### src/rtl/lcv_mul_acc_pkg.sv
// Shared definitions for the streaming dot-product engine.
//   - Default operand, accumulator and term-counter widths.
//   - sat_max / sat_min: largest / smallest signed value of a given width,
//     returned in the low 'width' bits of a 64-bit word.
//   - lcv_dp_result_t: one result beat (sum, term count, overflow flag) at
//     the default widths.
package lcv_mul_acc_pkg;

  localparam int LCV_MAC_IN_WIDTH  = 16;
  localparam int LCV_MAC_ACC_WIDTH = 33;
  localparam int LCV_MAC_CNT_WIDTH = 16;

  // 2**(width-1)-1 in the low 'width' bits.
  function automatic logic [63:0] sat_max(input int unsigned width);
    return (64'd1 << (width - 1)) - 64'd1;
  endfunction

  // -2**(width-1) in the low 'width' bits (upper bits are sign fill).
  function automatic logic [63:0] sat_min(input int unsigned width);
    return ~sat_max(width);
  endfunction

  typedef struct packed {
    logic signed [LCV_MAC_ACC_WIDTH-1:0] sum;
    logic [LCV_MAC_CNT_WIDTH-1:0]        cnt;
    logic                                ovf;
  } lcv_dp_result_t;

endpackage

### src/rtl/lcv_dot_prod_acc_add.sv
// Accumulate-stage datapath: adds one product to the running sum.
//   first  : this product starts a new vector (running sum/ovf ignored)
//   acc    : running sum
//   ovf    : running sticky overflow flag
//   prod   : signed product, 2*IN_WIDTH bits
//   acc_n  : next running sum (wrapped, or clamped when LCV_DOT_PROD_SAT_EN)
//   ovf_n  : next sticky overflow flag
// Build option LCV_DOT_PROD_SAT_EN: clamp to the signed ACC_WIDTH range on
// overflow instead of wrapping.
module lcv_dot_prod_acc_add
  import lcv_mul_acc_pkg::*;
#(
  parameter int IN_WIDTH  = LCV_MAC_IN_WIDTH,
  parameter int ACC_WIDTH = LCV_MAC_ACC_WIDTH
) (
  input  logic                          first,
  input  logic signed [ACC_WIDTH-1:0]   acc,
  input  logic                          ovf,
  input  logic signed [2*IN_WIDTH-1:0]  prod,
  output logic signed [ACC_WIDTH-1:0]   acc_n,
  output logic                          ovf_n
);

  localparam int PW = 2 * IN_WIDTH;

  logic signed [ACC_WIDTH:0] base_x;
  logic signed [ACC_WIDTH:0] prod_x;
  logic signed [ACC_WIDTH:0] sum;
  logic                      overflow;

  // One guard bit above ACC_WIDTH: the top two bits disagree exactly when
  // the true sum is outside the signed ACC_WIDTH range.
  assign base_x   = first ? '0 : {acc[ACC_WIDTH-1], acc};
  assign prod_x   = {{(ACC_WIDTH + 1 - PW){prod[PW-1]}}, prod};
  assign sum      = base_x + prod_x;
  assign overflow = sum[ACC_WIDTH] ^ sum[ACC_WIDTH-1];
  assign ovf_n    = (first ? 1'b0 : ovf) | overflow;

`ifdef LCV_DOT_PROD_SAT_EN
  localparam logic [63:0] MAX64 = sat_max(ACC_WIDTH);
  localparam logic [63:0] MIN64 = sat_min(ACC_WIDTH);
  localparam logic [ACC_WIDTH-1:0] ACC_MAX = MAX64[ACC_WIDTH-1:0];
  localparam logic [ACC_WIDTH-1:0] ACC_MIN = MIN64[ACC_WIDTH-1:0];

  // The guard bit carries the true sign of the out-of-range sum.
  always_comb begin
    acc_n = sum[ACC_WIDTH-1:0];
    if (overflow) begin
      acc_n = sum[ACC_WIDTH] ? ACC_MIN : ACC_MAX;
    end
  end
`else
  assign acc_n = sum[ACC_WIDTH-1:0];
`endif

endmodule

### src/rtl/lcv_dot_prod_acc.sv
// Streaming signed dot-product engine.
//   clk, rst (async, active-low)
//   in_valid/in_ready/in_a/in_b/in_last : operand-pair stream
//   out_valid/out_ready/out_sum/out_cnt/out_ovf : one result beat per vector
// Pipeline: S1 registers a*b, S2 accumulates and, on the last pair, loads
// the result register. A pair with in_last seen at edge N is visible as
// out_valid=1 after edge N+1 of S1 -> S2, i.e. two edges after it is driven.
// Handshake: a beat moves on any edge where valid & ready are both high;
// valid never depends on ready. The whole pipeline freezes while a result
// is held un-accepted (stall), and in_ready drops for exactly that time.
// Build option LCV_DOT_PROD_SAT_EN selects clamping accumulation.
module lcv_dot_prod_acc
  import lcv_mul_acc_pkg::*;
#(
  parameter int IN_WIDTH  = LCV_MAC_IN_WIDTH,
  parameter int ACC_WIDTH = LCV_MAC_ACC_WIDTH,
  parameter int CNT_WIDTH = LCV_MAC_CNT_WIDTH
) (
  input  logic                        clk,
  input  logic                        rst,
  input  logic                        in_valid,
  output logic                        in_ready,
  input  logic signed [IN_WIDTH-1:0]  in_a,
  input  logic signed [IN_WIDTH-1:0]  in_b,
  input  logic                        in_last,
  output logic                        out_valid,
  input  logic                        out_ready,
  output logic signed [ACC_WIDTH-1:0] out_sum,
  output logic [CNT_WIDTH-1:0]        out_cnt,
  output logic                        out_ovf
);

  localparam int PW = 2 * IN_WIDTH;
  localparam logic [CNT_WIDTH-1:0] CNT_MAX = '1;

  logic stall;
  logic xfer;

  // S1
  logic                 v1;
  logic                 last1;
  logic signed [PW-1:0] p1;
  logic signed [PW-1:0] prod;

  // S2 running state
  logic                        first;
  logic signed [ACC_WIDTH-1:0] acc;
  logic [CNT_WIDTH-1:0]        cnt;
  logic                        ovf;
  logic signed [ACC_WIDTH-1:0] acc_n;
  logic                        ovf_n;
  logic [CNT_WIDTH-1:0]        cnt_n;

  assign stall    = out_valid & ~out_ready;
  assign in_ready = ~stall;
  assign xfer     = in_valid & in_ready;

  assign prod  = PW'(in_a) * PW'(in_b);
  assign cnt_n = first ? CNT_WIDTH'(1) : ((cnt == CNT_MAX) ? cnt : cnt + 1'b1);

  lcv_dot_prod_acc_add #(
    .IN_WIDTH  (IN_WIDTH),
    .ACC_WIDTH (ACC_WIDTH)
  ) u_add (
    .first (first),
    .acc   (acc),
    .ovf   (ovf),
    .prod  (p1),
    .acc_n (acc_n),
    .ovf_n (ovf_n)
  );

  always_ff @(posedge clk or negedge rst) begin
    if (!rst) begin
      v1        <= 1'b0;
      last1     <= 1'b0;
      p1        <= '0;
      first     <= 1'b1;
      acc       <= '0;
      cnt       <= '0;
      ovf       <= 1'b0;
      out_valid <= 1'b0;
      out_sum   <= '0;
      out_cnt   <= '0;
      out_ovf   <= 1'b0;
    end else if (!stall) begin
      v1 <= xfer;
      if (xfer) begin
        p1    <= prod;
        last1 <= in_last;
      end

      if (v1) begin
        first <= last1;
        if (last1) begin
          out_sum <= acc_n;
          out_cnt <= cnt_n;
          out_ovf <= ovf_n;
          acc     <= '0;
          cnt     <= '0;
          ovf     <= 1'b0;
        end else begin
          acc <= acc_n;
          cnt <= cnt_n;
          ovf <= ovf_n;
        end
      end

      // A fresh load takes priority over draining the previous beat.
      if (v1 && last1) begin
        out_valid <= 1'b1;
      end else if (out_valid && out_ready) begin
        out_valid <= 1'b0;
      end
    end
  end

endmodule
### config.mk
export PLATFORM = sky130hd
export DESIGN_NAME = lcv_dot_prod_acc
export DESIGN_NICKNAME = d
export VERILOG_FILES = /design/src/rtl/lcv_mul_acc_pkg.sv /design/src/rtl/lcv_dot_prod_acc_add.sv /design/src/rtl/lcv_dot_prod_acc.sv
export SDC_FILE = /design/constraint.sdc
export NUM_CORES = 1
export LEC_CHECK = 0
export ABC_AREA = 0
export CAP_MARGIN = 10
export CORE_ASPECT_RATIO = 2
export CORE_MARGIN = 2
export CORE_UTILIZATION = 55
export CTS_BUF_LIST = sky130_fd_sc_hd__clkbuf_8
export CTS_CLUSTER_DIAMETER = 30
export DETAILED_ROUTE_END_ITERATION = 16
export GPL_ROUTABILITY_DRIVEN = 0
export PLACE_DENSITY = 0.74
export SETUP_SLACK_MARGIN = 0.3
export SLEW_MARGIN = 5
export SYNTH_ARGS = -nofsm -noshare
export SYNTH_HDL_FRONTEND = slang
export SYNTH_SLANG_ARGS = --single-unit
export TNS_END_PERCENT = 5
### constraint.sdc
create_clock -name clk -period 6.85 [get_ports clk]
set_input_delay 1.37 -clock clk [delete_from_list [all_inputs] [get_ports clk]]
set_output_delay 1.37 -clock clk [all_outputs]
set_load 0.02 [all_outputs]
==> impl_metrics.py, run 1 <==
metrics = {
    "yosys": {
        "ys_seq_area_share_pct": 20.1,
        "syn_avg_cell_area_um2": 9.49,
        "synth_edf_count": 0,
        "synth-async-reset-ratio_pct": 100,
        "synth_nets": 2206,
        "syn_area_mm2": 0.0170,
        "synthDistinctLibCells": 66,
        "ys.flop_type": "dfrtp_1",
        "yosys_warnings": 0,
        "synth_cells": 1790,
        "yosys_register_bits": 136,
    },
    "cells_and_area": {
        "stdcell_area_mm2": 0.0201,
        "fin_util_pct": 65.8,
        "antenna_cells": 0,
        "fin_nets": 2428,
        "area_delta_synth_final_pct": 18.7,
        "drive_gt1_share_pct": 16.9,
        "layout_commonest_cell": "inv_1",
        "mostFrequentLayoutCells": "290 x inv_1, 253 x fa_1, 223 x nand2_1",
    },
    "cts": {
        "numCtsBuffers": 17,
        "cts.clk_slew.worst_paths_ns": 0.09,
        "cts.sinks": 136,
        "htreeDepth": 4,
        "cts_tree": "built",
        "cts-root-buf": "clkbuf_8",
        "clk_latency_ns": 0.46,
        "cts.path.max_buffers": 2,
        "hold_buffers": 0,
    },
    "setup_path": {
        "cpLargestDelayFamily": "adder cells",
        "crit_top_cell": "fa_1",
        "path_buf_inv": 6,
        "crit_fanout": 6,
        "critPathLaunchType": "primary input",
        "crit_path_cell_trace": "buf_6, buf_6, and2_4, fa_2, inv_2, fa_1, inv_1, fa_1, inv_1, fa_1, fa_1, fa_1, inv_2, ha_4, a21oi_2, o21ai_1, a21o_1, a221o_1, a311oi_2, o21ai_1, a31oi_1, xnor2_1, o21ai_1",
        "critPathRequiredTime_ns": 7.17,
        "worst-setup-path-type": "primary input to flip-flop",
        "cp_slowest_stage_delay_ns": 0.57,
        "cp.arrival_ns": 6.94,
        "critPathCaptureType": "flip-flop",
        "cp_slowest_cell": "fa_1",
    },
    "detailed_routing": {
        "firstDrtPassIters": 6,
        "wl_um": 41200,
        "postRouteAntennaNets": 0,
        "wire_per_inst_um": 17.2,
        "drtIter0Drc": 724,
        "drc": 0,
        "vias_per_cell": 5.50,
        "vias": 13200,
    },
    "place": {
        "dp_hpwl_um": 32900,
        "portBuffers": 88,
        "place_ws_ns": -0.792,
        "placed_cell_area_mm2": 0.0194,
    },
    "timing": {
        "max_freq_ghz": 0.151,
        "max-slew-margin-rel_pct": 33.3,
        "min_period_ns": 6.62,
        "setup_ws_ns": 0.228,
        "post-route-period-util_pct": 96.7,
        "tightestPinTransition_ns": 0.997,
        "rsz0062_at_grt": "yes",
        "setup_viol": 0,
        "hold_violations": 0,
        "skew_ns": 0.0186,
        "drv_slew": 0,
    },
    "grt": {
        "grt-ovfl-total": 0,
        "grt_pass1_wl_um": 70100,
        "use_met2_pct": 47.7,
        "antenna_found_initial": 0,
        "grt_util_met1_pct": 34.8,
        "grt_use_met3_pct": 3.28,
        "grt_max_degree": 70,
        "busiest_layer": "met2",
        "grt.total_usage_pct": 27.2,
        "grt_pass1_vias": 13900,
    },
    "die": {
        "rows": 91,
        "io-pin-count": 89,
        "initial_core_util_pct": 55.4,
        "dieArea_mm2": 0.0324,
        "die_h_um": 252,
        "die_x_um": 128,
        "core_area_mm2": 0.0306,
    },
    "flow_run": {
        "maxCapViolCount": 0,
    },
    "hold_path": {
        "hp-class": "flip-flop to flip-flop",
    },
    "run_status": {
        "status": "finished clean",
    },
}
[cell families after synthesis]
| family | Yosys count | share of synthesized area (%) |
|---|---|---|
| and+or+nand+nor | 510 | 14.8 |
| buffers and inverters | 366 | 8.11 |
| muxes | 36 | 2.37 |
| xor gates and xnor gates | 76 | 3.92 |
| adders and majority gates | 379 | 39.6 |
| AOI/OAI and AO/OA | 287 | 11.2 |
| DFF | 136 | 20.1 |
[state kept, by name, summed over array words and instances (netlist names)]
signal     cells
first          1
acc           33
last1          1
ovf            1
out_ovf        1
out_valid      1
out_sum       33
p1            32
cnt           16
out_cnt       16
v1             1
[path summary, 6_finish.rpt]
path                       slack [ns]  cells past startpoint     endpoint     from
max                              0.23                     23       p1[31]  in_b[3]
min                              0.47                      2      acc[20]  acc[20]
max reg2reg                      2.71                     13  out_sum[30]    first
min reg2reg                      0.47                      2      acc[20]  acc[20]
max in group asynchronous        4.63                      2      acc[24]      rst
min in group asynchronous        0.90                      1       cnt[4]      rst
[per-stage QoR]
step	setup TNS [ns]	std cells	hold WS [ns]
after floorplan	0	1790	0.431
after global placement	-9.64	2338	0.445
after detailed placement	-10.74	2338	0.455
after CTS	0	2397	0.478
after global routing	0	2397	0.500
final	0	2397	0.471
[final cells by class]
type | instances | area, um2
repair buffers | 271 | 2330
multi-input cells | 1288 | 12400
clock buffers | 18 | 248
well taps | 372 | 465
fillers | 2478 | 10500
flip-flops and latches | 136 | 3400
inverters | 298 | 1120
clock inverters | 14 | 150
[routing by layer]
| layer | vias to the layer above | wire length [um] |
|---|---|---|
| li1 | 6124 | - |
| met3 | 106 | 1520 |
| met5 | - | 0 |
| met4 | 0 | 1370 |
| met1 | 6612 | 16400 |
| met2 | 344 | 21800 |
[what timing repair did]
action                                  in CTS  in global routing
cloned                                       2                  0
gates resized for setup                    175                  3
pin swaps                                   57                  4
endpoints found under the setup margin      19                 16
buffers inserted                            25                  0
[tightest hold or removal path, cell delays in order (launching register included)]
cell and delay [ns]:
dfrtp_1 0.34, nand2_1 0.05, o31ai_1 0.05
[synth_stat cells, drive strengths merged, types with 3 or more instances]
| library cell | n | area [um2] |
|---|---|---|
| a211oi | 7 | 62.6 |
| nand2 | 228 | 863 |
| o21ai | 91 | 463 |
| inv | 298 | 1120 |
| xor2 | 29 | 254 |
| and3 | 8 | 50.1 |
| nor2b | 38 | 238 |
| nor4 | 3 | 48.8 |
| buf | 5 | 21.3 |
| nor2 | 56 | 210 |
| nand3 | 12 | 60.1 |
| and2 | 120 | 751 |
| o31ai | 20 | 155 |
| mux2i | 3 | 30.0 |
| fa | 263 | 5270 |
| a31oi | 14 | 93.8 |
| or2 | 5 | 31.3 |
| a22o | 29 | 254 |
| a21oi | 57 | 297 |
| xnor2 | 47 | 412 |
| and4 | 3 | 26.3 |
| clkbuf | 63 | 236 |
| ha | 116 | 1450 |
| o21bai | 12 | 90.1 |
| nor3 | 11 | 55.1 |
| mux2 | 33 | 372 |
| a21boi | 4 | 30.0 |
| dfrtp | 135 | 3380 |
| nand3b | 3 | 22.5 |
| nand4 | 9 | 56.3 |
| nand2b | 9 | 56.3 |
| a21o | 25 | 188 |
| o21a | 4 | 30.0 |
Power of run 1 is not shown: default switching activity piles up to over one toggle a cycle in this logic, so the estimate is an artifact.
==> run 2: changes to the inputs <==
- CELL_PAD_IN_SITES_DETAIL_PLACEMENT: default -> 1
- CELL_PAD_IN_SITES_GLOBAL_PLACEMENT: default -> 2
- CORE_UTILIZATION: 55 -> 44
- PLACE_DENSITY: 0.74 -> default
- PLACE_DENSITY_LB_ADDON: default -> 0.1
==> run 2 against run 1 <==
Count of clock-buffer cells in the layout unchanged. First-iteration DRC count is 55% lower. Cell area up 4.0%. Worst setup slack got worse by 0.14 ns. Cell count grew 7.6%. Sequential share of layout area decreased by 0.65 points. Via count increased by 2.1%. Worst hold slack better by 0.0043 ns. Die area up 24%. Critical endpoint is now p1[29]. Largest cell class unchanged.
==> impl_metrics.py, run 2 (synthesis gave the netlist of run 1 again) <==
metrics = {
    "timing": {
        "drv_slew": 0,
        "tightestPinTransition_ns": 0.812,
        "skew_ns": 0.0136,
        "min_period_ns": 6.76,
        "post-route-period-util_pct": 98.7,
        "max_freq_ghz": 0.148,
        "hold_violations": 0,
        "setup_viol": 0,
        "rsz0062_at_grt": "yes",
        "max-slew-margin-rel_pct": 45.9,
    },
    "grt": {
        "antenna_found_initial": 1,
        "grt_pass1_vias": 16100,
        "grt_max_degree": 75,
        "grt_pass1_wl_um": 82600,
        "grt-ovfl-total": 0,
        "grt.total_usage_pct": 26.7,
    },
    "setup_path": {
        "critPathLaunchType": "primary input",
        "crit_top_cell": "fa_1",
        "critPathRequiredTime_ns": 7.18,
        "critPathCaptureType": "flip-flop",
        "crit_fanout": 8,
        "cp.arrival_ns": 7.10,
        "cp_slowest_cell": "fa_2",
        "cp_slowest_stage_delay_ns": 0.57,
        "worst-setup-path-type": "primary input to flip-flop",
    },
    "place": {
        "dp_hpwl_um": 41200,
        "placed_cell_area_mm2": 0.0198,
        "portBuffers": 88,
    },
    "detailed_routing": {
        "vias_per_cell": 5.22,
        "postRouteAntennaNets": 0,
        "wl_um": 50700,
        "wire_per_inst_um": 19.7,
        "firstDrtPassIters": 4,
        "drc": 0,
        "vias": 13500,
        "drtIter0Drc": 329,
    },
    "hold_path": {
        "hp-class": "flip-flop to flip-flop",
    },
    "run_status": {
        "status": "finished clean",
    },
    "flow_run": {
        "maxCapViolCount": 0,
    },
    "die": {
        "rows": 101,
        "die_h_um": 282,
        "die_x_um": 143,
        "io-pin-count": 89,
        "dieArea_mm2": 0.0403,
        "core_area_mm2": 0.0380,
        "initial_core_util_pct": 44.6,
    },
    "cts": {
        "cts_tree": "built",
        "htreeDepth": 4,
        "cts.sinks": 136,
        "cts.path.max_buffers": 2,
        "cts.clk_slew.worst_paths_ns": 0.08,
        "numCtsBuffers": 17,
        "clk_latency_ns": 0.47,
        "cts-root-buf": "clkbuf_8",
    },
    "cells_and_area": {
        "drive_gt1_share_pct": 21.7,
        "layout_commonest_cell": "inv_1",
        "largestRegisters": "acc x33, out_sum x33, p1 x32",
        "stdcell_area_mm2": 0.0210,
        "mostFrequentLayoutCells": "274 x inv_1, 243 x fa_1, 209 x nand2_1",
        "area_delta_synth_final_pct": 23.4,
        "fin_nets": 2466,
    },
}
[run 2: cell types whose count changed in the layout (fill, tap and decap cells not counted), sizes merged]
cell	before	now
buf	203	239
clkbuf	18	23
dlygate4sd2	5	0
bufbuf	0	2
bufinv	2	1
clkdlybuf4s15	7	6
clkinvlp	4	5
diode	0	1
dlymetal6s2s	0	1
[run 2: layer usage]
| layer | vias up | part of all wire, % | global-route usage, % |
|---|---|---|---|
| met5 | - | 0 | 0 |
| met4 | 0 | 6.9 | 16.3 |
| met3 | 155 | 1.5 | 2.06 |
| met2 | 260 | 58 | 54.2 |
| met1 | 6859 | 33 | 25.0 |
| li1 | 6191 | - | - |
[run 2: final cells by class]
type,instances,area (um2)
Sequential cell,136,3400
Antenna cell,1,2.50
Inverter,298,1120
Clock inverter,14,125
Clock buffer,18,248
Tap cell,515,644
Timing Repair Buffer,309,2800
Fill cell,4287,17100
Multi-Input combinational cell,1288,12600
[run 2: per-stage QoR]
step | utilization (%) | worst slack [ns] | hold slack, ns | setup TNS [ns] | instances
2_1_floorplan | - | 0.170 | 0.431 | 0 | 1790
3_3_place_gp | 52.0 | -0.750 | 0.445 | -9.56 | 2498
3_5_place_dp | 52.0 | -0.850 | 0.458 | -11.63 | 2498
4_1_cts | 54.7 | 0.174 | 0.481 | 0 | 2572
5_1_grt | 55.1 | -0.0844 | 0.518 | -0.213 | 2579
6_report | 55.1 | 0.0868 | 0.475 | 0 | 2579
[run 2: final timing paths]
| kind | startpoint | end | slack (ns) | depth (start not counted) |
|---|---|---|---|---|
| min in group asynchronous | rst | out_sum[4] | 0.91 | 1 |
| hold reg to reg | acc[1] | acc[1] | 0.48 | 2 |
| setup / recovery | in_a[15] | p1[29] | 0.09 | 25 |
| hold / removal | acc[1] | acc[1] | 0.48 | 2 |
| max in group asynchronous | rst | out_sum[19] | 4.61 | 2 |
| setup reg to reg | first | out_sum[30] | 2.75 | 12 |
[run 2: timing repair]
item | in CTS | in global routing
pin swaps | 102 | 62
buffers inserted | 39 | 6
hold buffers | 0 | 0
cloned | 3 | 0
gates resized for setup | 210 | 48
setup endpoints to repair | 18 | 17
[run 2: critical path, delay by kind of cell]
family / cells / cell delay, ns
buf+inv: 8 / 0.61
fa+ha+maj: 7 / 3.35
compound gates: 8 / 1.52
xor+xnor: 1 / 0.14
simple gates: 1 / 0.08
Power of run 2 is left out for the same reason.
